`config.mk`:
```
export PLATFORM = sky130hd
export DESIGN_NAME = iob_eth_tx_loader
export DESIGN_NICKNAME = d
export VERILOG_FILES = /design/src/rtl/iob_eth_tx_loader.sv
export SDC_FILE = /design/constraint.sdc
export NUM_CORES = 1
export LEC_CHECK = 0
export ABC_AREA = 1
export CELL_PAD_IN_SITES_DETAIL_PLACEMENT = 1
export CELL_PAD_IN_SITES_GLOBAL_PLACEMENT = 1
export CORE_MARGIN = 2
export CORE_UTILIZATION = 41
export DETAILED_ROUTE_END_ITERATION = 10
export GPL_TIMING_DRIVEN = 0
export PLACE_DENSITY_LB_ADDON = 0.1
export SETUP_SLACK_MARGIN = 0.02
export SLEW_MARGIN = 20
export SYNTH_ARGS = -nofsm -noshare
export SYNTH_HDL_FRONTEND = slang
export SYNTH_SLANG_ARGS = --single-unit
```
`constraint.sdc`:
```
create_clock -name clk_i -period 3.6 [get_ports clk_i]
set_input_delay 0.36 -clock clk_i [delete_from_list [all_inputs] [get_ports clk_i]]
set_output_delay 0.36 -clock clk_i [all_outputs]
set_load 0.02 [all_outputs]
```
`src/rtl/iob_eth_tx_loader.sv`:
```
// Transmit frame loader: writes preamble, SFD, frame bytes and zero padding
// into the MII transmit buffer, then hands the buffer to the transmitter
// with a send/ready handshake. Oversize frames are drained and dropped.
//
// state     | meaning
// ----------+--------------------------------------------------------------
// IDLE      | waiting for the first valid byte of a frame
// PRE       | writing preamble bytes and the SFD
// PAYLOAD   | accepting frame bytes and writing them after the SFD
// DRAIN     | oversize frame: consuming remaining bytes without writing
// PAD       | writing zero bytes until the frame reaches the minimum length
// SEND      | buffer complete, waiting for the transmitter to be idle
// WAIT_ACK  | send issued, waiting for the transmitter to go busy
// WAIT_DONE | transmitter busy, buffer must stay untouched

module iob_eth_tx_loader #(
    parameter int BUF_AW       = 11,
    parameter int PREAMBLE_LEN = 7,
    parameter int MIN_LEN      = 60,
    parameter int MAX_LEN      = 1514
) (
    input  logic              clk_i,
    input  logic              arst_n_i,
    input  logic [7:0]        s_data_i,
    input  logic              s_valid_i,
    input  logic              s_last_i,
    output logic              s_ready_o,
    input  logic              crc_en_i,
    output logic [BUF_AW-1:0] buf_addr_o,
    output logic [7:0]        buf_data_o,
    output logic              buf_we_o,
    output logic              send_o,
    input  logic              ready_i,
    output logic [BUF_AW-1:0] nbytes_o,
    output logic              crc_en_o,
    output logic              busy_o,
    output logic              drop_o
);

    typedef enum logic [2:0] {
        IDLE,
        PRE,
        PAYLOAD,
        DRAIN,
        PAD,
        SEND,
        WAIT_ACK,
        WAIT_DONE
    } state_t;

    localparam logic [BUF_AW-1:0] ONE      = BUF_AW'(1);
    localparam logic [BUF_AW-1:0] SFD_ADDR = BUF_AW'(PREAMBLE_LEN);
    localparam logic [BUF_AW-1:0] PAY_BASE = BUF_AW'(PREAMBLE_LEN + 1);
    localparam logic [BUF_AW-1:0] MIN_L    = BUF_AW'(MIN_LEN);
    localparam logic [BUF_AW-1:0] MAX_L    = BUF_AW'(MAX_LEN);

    state_t             state_q, state_d;
    logic [BUF_AW-1:0]  len_q, len_d;
    logic               crc_lat_q, crc_lat_d;
    logic               ready_q, ready_d;
    logic               we_q, we_d;
    logic [BUF_AW-1:0]  addr_q, addr_d;
    logic [7:0]         data_q, data_d;
    logic               send_q, send_d;
    logic               drop_q, drop_d;
    logic [BUF_AW-1:0]  nbytes_q, nbytes_d;
    logic               crc_out_q, crc_out_d;
    logic               accept;

    // A beat is consumed only while the registered ready is high.
    assign accept = s_valid_i & ready_q;

    // Next-state, buffer write and handshake decode.
    always_comb begin
        state_d   = state_q;
        len_d     = len_q;
        crc_lat_d = crc_lat_q;
        we_d      = 1'b0;
        addr_d    = '0;
        data_d    = 8'h00;
        send_d    = 1'b0;
        drop_d    = 1'b0;
        nbytes_d  = nbytes_q;
        crc_out_d = crc_out_q;

        case (state_q)
            IDLE: begin
                if (s_valid_i) begin
                    crc_lat_d = crc_en_i;
                    len_d     = '0;
                    state_d   = PRE;
                end
            end
            PRE: begin
                // len doubles as the preamble address counter here
                we_d   = 1'b1;
                addr_d = len_q;
                if (len_q == SFD_ADDR) begin
                    data_d  = 8'hD5;
                    len_d   = '0;
                    state_d = PAYLOAD;
                end else begin
                    data_d = 8'h55;
                    len_d  = len_q + ONE;
                end
            end
            PAYLOAD: begin
                if (accept) begin
                    if (len_q == MAX_L) begin
                        // overflow beat is never written, so len cannot wrap
                        if (s_last_i) begin
                            drop_d  = 1'b1;
                            state_d = IDLE;
                        end else begin
                            state_d = DRAIN;
                        end
                    end else begin
                        we_d   = 1'b1;
                        addr_d = PAY_BASE + len_q;
                        data_d = s_data_i;
                        len_d  = len_q + ONE;
                        if (s_last_i) begin
                            if (len_d < MIN_L) begin
                                state_d = PAD;
                            end else begin
                                state_d   = SEND;
                                nbytes_d  = PAY_BASE + len_d;
                                crc_out_d = crc_lat_q;
                            end
                        end
                    end
                end
            end
            DRAIN: begin
                if (accept && s_last_i) begin
                    drop_d  = 1'b1;
                    state_d = IDLE;
                end
            end
            PAD: begin
                we_d   = 1'b1;
                addr_d = PAY_BASE + len_q;
                data_d = 8'h00;
                len_d  = len_q + ONE;
                if (len_d == MIN_L) begin
                    state_d   = SEND;
                    nbytes_d  = PAY_BASE + len_d;
                    crc_out_d = crc_lat_q;
                end
            end
            SEND: begin
                // the last write is already on the port, so send trails it
                if (ready_i) begin
                    send_d  = 1'b1;
                    state_d = WAIT_ACK;
                end
            end
            WAIT_ACK: begin
                if (!ready_i) begin
                    state_d = WAIT_DONE;
                end
            end
            WAIT_DONE: begin
                if (ready_i) begin
                    state_d = IDLE;
                end
            end
            default: begin
                state_d = IDLE;
            end
        endcase

        ready_d = (state_d == PAYLOAD) || (state_d == DRAIN);
    end

    // State, counters and all registered outputs.
    always_ff @(posedge clk_i or negedge arst_n_i) begin
        if (!arst_n_i) begin
            state_q   <= IDLE;
            len_q     <= '0;
            crc_lat_q <= 1'b0;
            ready_q   <= 1'b0;
            we_q      <= 1'b0;
            addr_q    <= '0;
            data_q    <= 8'h00;
            send_q    <= 1'b0;
            drop_q    <= 1'b0;
            nbytes_q  <= '0;
            crc_out_q <= 1'b0;
        end else begin
            state_q   <= state_d;
            len_q     <= len_d;
            crc_lat_q <= crc_lat_d;
            ready_q   <= ready_d;
            we_q      <= we_d;
            addr_q    <= addr_d;
            data_q    <= data_d;
            send_q    <= send_d;
            drop_q    <= drop_d;
            nbytes_q  <= nbytes_d;
            crc_out_q <= crc_out_d;
        end
    end

    assign s_ready_o  = ready_q;
    assign buf_we_o   = we_q;
    assign buf_addr_o = addr_q;
    assign buf_data_o = data_q;
    assign send_o     = send_q;
    assign drop_o     = drop_q;
    assign nbytes_o   = nbytes_q;
    assign crc_en_o   = crc_out_q;
    assign busy_o     = (state_q != IDLE);

endmodule
```
# Word level (Yosys, flattened, before mapping)
# Index checks and enable logic that the tools add are counted.
# word_totals
register_bits,50
inputBits,14
elab_cells,91
# op_classes
addsub,3
order_cmp,1
eq_ne,18
mux,47
bitwise,1
reduce_logical,10
# ops
op,n
2-to-1 mux 11 bit,11
case mux 11 bit (4 select lines),1
case mux 11 bit (3 select lines),1
2-to-1 mux 3 bit,10
2-to-1 mux 8 bit,3
case mux 3 bit (8 select lines),1
adder 4 x 11 -> 11 bit (first input constant),2
case mux 11 bit (2 select lines),1
case mux 8 bit (2 select lines),1
2-to-1 mux 1 bit,14
== test 3 x 2 -> 1 bit (second input constant),4
== test 3 bit (second input constant),4
inequality test 2 bit (second input constant),6
adder 11 x 1 -> 11 bit (second input constant),1
== test 11 bit (second input constant),1
== test 11 x 3 -> 1 bit (second input constant),1
== test 11 x 6 -> 1 bit (second input constant),1
< comparator 11 x 6 -> 1 bit (second input constant),1
case mux 1 bit (2 select lines),3
AND reduction 6 bit,1
AND reduction 4 bit,1
nonzero test 4 bit,1
== test 3 x 1 -> 1 bit (second input constant),1
zero test 3 bit,1
other kinds (8),8

# Depth between registers and ports, before layout
# depth
ltp_word,9
mapped_depth,17
ltp_nobuf,16

# Worst setup path after synthesis
# OpenSTA, ideal clock, no wires.
# synth_path
kind,register -> register
from,register len_q[0]
to,register nbytes_q[0] (netlist: nbytes_o[0])
setup_ns,0.117
arrival_ns,1.894
required_time_ns,3.483
setup_slack_ns,1.589
path_stages_with_launch,18
period_less_slack_ns,2.011
path_cell_list,dfrtp_1 -> ha_1 -> nand2_2 -> inv_1 -> nand3_1 -> nand2_1 -> inv_1 -> ha_1 -> inv_1 -> nor2_4 -> nand2_1 -> nand3_1 -> nand2_2 -> nand2_2 -> nand2_2 -> buf_6 -> nand2_1 -> nand2_1
# synth_via
elab_chain_cells,7
word_cells_on_any_way,15
cone_classes,2 x add/sub; 1 x order compare; 5 x eq/ne; 6 x mux; 1 x reduce/logical
# synth_lines
element,line_no,source
start: declaration,58,"logic [BUF_AW-1:0] len_q, len_d;"
start signal: assignment,192,len_q <= len_d;
adder 11 x 1 -> 11 bit,"121, 144",
adder 4 x 11 -> 11 bit,"127, 147",
2-to-1 mux 11 bit,123,if (len_d < MIN_L) begin
2-to-1 mux 11 bit,122,if (s_last_i) begin
2-to-1 mux 11 bit,109,if (len_q == MAX_L) begin
2-to-1 mux 11 bit,108,if (accept) begin
case mux 11 bit (2 select lines),86,case (state_q)
end signal: assignment,200,nbytes_q <= nbytes_d;
end: declaration,66,"logic [BUF_AW-1:0] nbytes_q, nbytes_d;"
# Several ways; a longest one is shown, not always the timed one. The select of a mux whose other input is x is not followed.
# A chain may end at the register's enable or synchronous reset.

# Worst setup path in the final report
# layout_path
from,register len_q[1]
to,register nbytes_q[9] (netlist: nbytes_o[9])
# The elaborated chain is that of the path after synthesis.

==> summary.md <==
| Metric | Value |
|---|---|
| Buffers on Ports | between 40 and 50 |
| I/O Pins | 50 |
| Pwr dens | 601.2 nW/µm² |
| Global route overflow | 0 |
| Via/cell ratio | ~5.2 |
| Post-synth top area share | about half |
| Ys Warns | 0 |
| GRT Util Overall | a little over a fifth |
| ANT cells | 0 |
| Syn Area/Cell | ~8.0 µm² |
| Synth Area in Simple Gates | between 30 and 40% |
| Worst-path clk slew | 90 ps |
| RSZ-0062 raised after global routing | no |
| Synth Register Bits | 50 |
| Vias in the first global route | 2493 |
| Final Max Slew Viols | 0 |
| Area share of fa/ha/maj cells after synthesis | under 10% |
| Multiplexer area fraction after synthesis | 0.4354% |
| First DRT Iteration DRCs | 100 |
| Crit path kind | flop to flop |
| VDD IR max | approximately 0.00038 V |
| Area after DPL | between 3000 and 4000 µm² |
| Core ar. | ~6000 µm² |
| Number of routed nets with antenna violations | 0 |
| Fin Setup TNS | 0 ps |
| Critical Path RT | just under 4000 ps |
| Post-Synth XOR/XNOR Area | around 3.0% |
| Share of post-route cells with drive strength above 1 | approximately a tenth |
| Clk buf depth | 2 |
| Flop2flop setup slack | 1160 ps |
| Hold Crit Class | input port to asynchronous set/reset pin |
| Area growth syn-to-layout | 26.03% |
| Final setup viols | 0 |
| Ranking of synthesized cells by area | dfrtp_1 48%, nand2_1 12%, nand3_1 5.4%, inv_1 5.4%, nor2_1 4.9% |
| DRT Pass-1 Iters | 4 |
| Drc violations | 0 |
| Fin Hold WS | between 60 and 70 ps |
| FMAX | between 400 and 500 MHz |
| Hold_buf cts | 0 |
| Mapped Cells | approximately 320 |
| Max-Slew Margin vs Limit | a little under three fifths |
| R2R cell count | 15 |
| Max-cap violations | 0 |
| Syn_nets | 341 |
| CTS Buf Count | 5 |
| Die height | around 83 µm |
| Fin. Hold Viols | 0 |
| Die area | about 7000 µm² |
| Lkg Pwr | 1.564 nW |
| Setup slack after layout | about 1200 ps |
| Least-Margin Pin Slew | ~650 ps |
| Clock Skew | ~5.6 ps |
| Starting Density | 42.92% |
| Yosys top cell by area | dfrtp_1 |
| Top Family by Delay on Critical Path | simple AND/OR/NAND/NOR gates |
| Final GP Congestion | around 0.98 |
| Clk sinks | 50 |
| Final HPWL DP | roughly 5500 µm |
| Post-Syn Area | around 2600 µm² |
| Post-route cell area | around 3300 µm² |
| Buf+Inv Stages, Crit Path | 3 |
| Vias | roughly 2400 |
| Post-DR wirelength/cell | 15.80 µm |
| Slowest stage cell on the critical path | dfrtp_1 |
| Place WS | about 1200 ps |
| Max Fanout on Critical Path | 10 |
| Combinational family with the most area after synthesis | simple AND/OR/NAND/NOR gates |
| Post_cts resized | 0 |
| RR Endpoint | nbytes_o[9]$_DFFE_PN0P_ |
| Root Buffer | clkbuf_8 |
| Die Span X | approximately 83 µm |
| Crit. End Element | flop |
| Core Rows | 28 |
| Crit-path max cell delay | between 400 and 500 ps |
| Critical path launch point type | flop |
| Yosys cell types | 30 |
| Outcome | finished clean |
| Seq/Total Area, Yosys | about half |
| # Post-CTS Setup Buffers | 0 |
| Compound-cell area share of the yosys netlist | a little over 8% |
| R2r startpoint | len_q[1]$_DFFE_PN0P_ |
| Latest clock arrival within the worst-skew pair | between 300 and 400 ps |
| Tmin final | between 2000 and 2500 ps |
| Crit path cell chain | ha_1 > nand2_2 > o21ai_0 > nand2_1 > inv_1 > ha_1 > inv_1 > nor2_4 > nand2_1 > nand3_1 > nand2_2 > nand2_2 > buf_2 > nand3_1 > nand2_1 |
| Nets | 397 |
| Pin count of the biggest net entering global routing | 51 |
| DRT Wirelength | between 7000 and 8000 µm |
| Final period util | roughly 68% |
| CTS tree | yes |
| H-tree Lvls | 2 |
| First-pass GRT wire length | about 12000 µm |
| CP arrival | roughly 2700 ps |
| Initial antenna violation count | 0 |
worst reg2reg max path, stage by stage (launching register included):
cell	delay [ps]
dfrtp_1	440
ha_1	240
nand2_2	110
o21ai_0	190
nand2_1	170
inv_1	90
ha_1	170
inv_1	80
nor2_4	160
nand2_1	80
nand3_1	110
nand2_2	70
nand2_2	90
buf_2	210
nand3_1	110
nand2_1	80
flip-flops by register name, summed over array words and instances (netlist names):
| name | count |
|---|---|
| buf_addr_o | 11 |
| len_q | 11 |
| nbytes_o | 11 |
| buf_data_o | 8 |
| state_q | 3 |
| buf_we_o | 1 |
| crc_en_o | 1 |
| crc_lat_q | 1 |
| drop_o | 1 |
| s_ready_o | 1 |
| send_o | 1 |
report_power, final:
| group | total [mW] | switching, mW | internal, mW |
|---|---|---|---|
| Combinational | 0.867 | 0.550 | 0.318 |
| Clock | 0.351 | 0.195 | 0.156 |
| Sequential | 0.741 | 0.0731 | 0.668 |
| Total | 1.96 | 0.818 | 1.14 |
per-layer routing:
layer | part of all wire, % | global-route usage [%] | vias to the layer above
met5 | 0 | 0 | -
met4 | 1.6 | 6.305 | 0
li1 | - | - | 1150
met1 | 47 | 29.55 | 1163
met3 | 2.9 | 3.678 | 10
met2 | 49 | 35.48 | 45
cell usage after synthesis:
cell type	instances
a21oi_1	5
buf_2	2
o21ai_0	11
nand4_1	7
nor2_1	34
clkbuf_1	1
nand3_2	2
nor4_1	1
buf_4	1
nand2_2	9
xnor2_1	1
or2_2	2
mux2_2	1
o21bai_1	1
nand3_1	28
ha_1	4
xor2_1	8
nor2_4	2
o21ai_2	1
nand2_1	85
inv_2	2
o22ai_1	16
o31ai_1	1
inv_1	37
a21oi_2	1
nor3_1	4
buf_6	1
dfrtp_1	50
nor3_2	1
nor2_2	4
cell usage in the layout, fill, tap and decap left out, types with 8 or more instances in the layout:
| cell type | synthesis | layout |
|---|---|---|
| nand2_1 | 85 | 85 |
| dfrtp_1 | 50 | 50 |
| clkdlybuf4s50_1 | 0 | 48 |
| inv_1 | 37 | 37 |
| nor2_1 | 34 | 34 |
| nand3_1 | 28 | 28 |
| o22ai_1 | 16 | 16 |
| o21ai_0 | 11 | 11 |
| nand2_2 | 9 | 9 |
| xor2_1 | 8 | 8 |
cell families after synthesis:
logic type / count (synthesis)
AND/OR/NAND/NOR: 179
flip-flops: 50
adder cells (fa/ha/maj): 4
buffers and inverters: 44
multiplexers: 1
XOR/XNOR: 9
AO/OA/AOI/OAI: 36
through the flow:
| stage | std cells | utilization, % | power [mW] |
|---|---|---|---|
| 4_1_cts | 455 | 54.09 | 1.970 |
| 6_report | 455 | 54.09 | 1.959 |
| 5_1_grt | 455 | 54.09 | 2.104 |
| 2_1_floorplan | 323 | - | 1.282 |
| 3_3_place_gp | 447 | 52.62 | 1.594 |
| 3_5_place_dp | 447 | 52.57 | 1.622 |
worst max-delay path by stage:
stage                               from                       to  slack (ps)  depth (start not counted)
floorplan           len_q[0]$_DFFE_PN0P_  nbytes_o[0]$_DFFE_PN0P_        1590                         17
global placement                arst_n_i  nbytes_o[4]$_DFFE_PN0P_         680                          1
detailed placement  len_q[1]$_DFFE_PN0P_  nbytes_o[1]$_DFFE_PN0P_        1230                         16
CTS                 len_q[1]$_DFFE_PN0P_  nbytes_o[3]$_DFFE_PN0P_        1180                         16
global route        len_q[1]$_DFFE_PN0P_  nbytes_o[8]$_DFFE_PN0P_         910                         15
finish              len_q[1]$_DFFE_PN0P_  nbytes_o[9]$_DFFE_PN0P_        1160                         15
cell type report:
cell class	count	area (µm²)
Tap cell	75	93.84
Fill cell	765	2766
Sequential cell	50	1251
Inverter	39	146.4
Buffer	5	32.53
Timing Repair Buffer	49	488.0
Clock inverter	1	5.005
Clock buffer	7	86.33
Multi-Input combinational cell	229	1156
(Power assumes the default switching activity.)
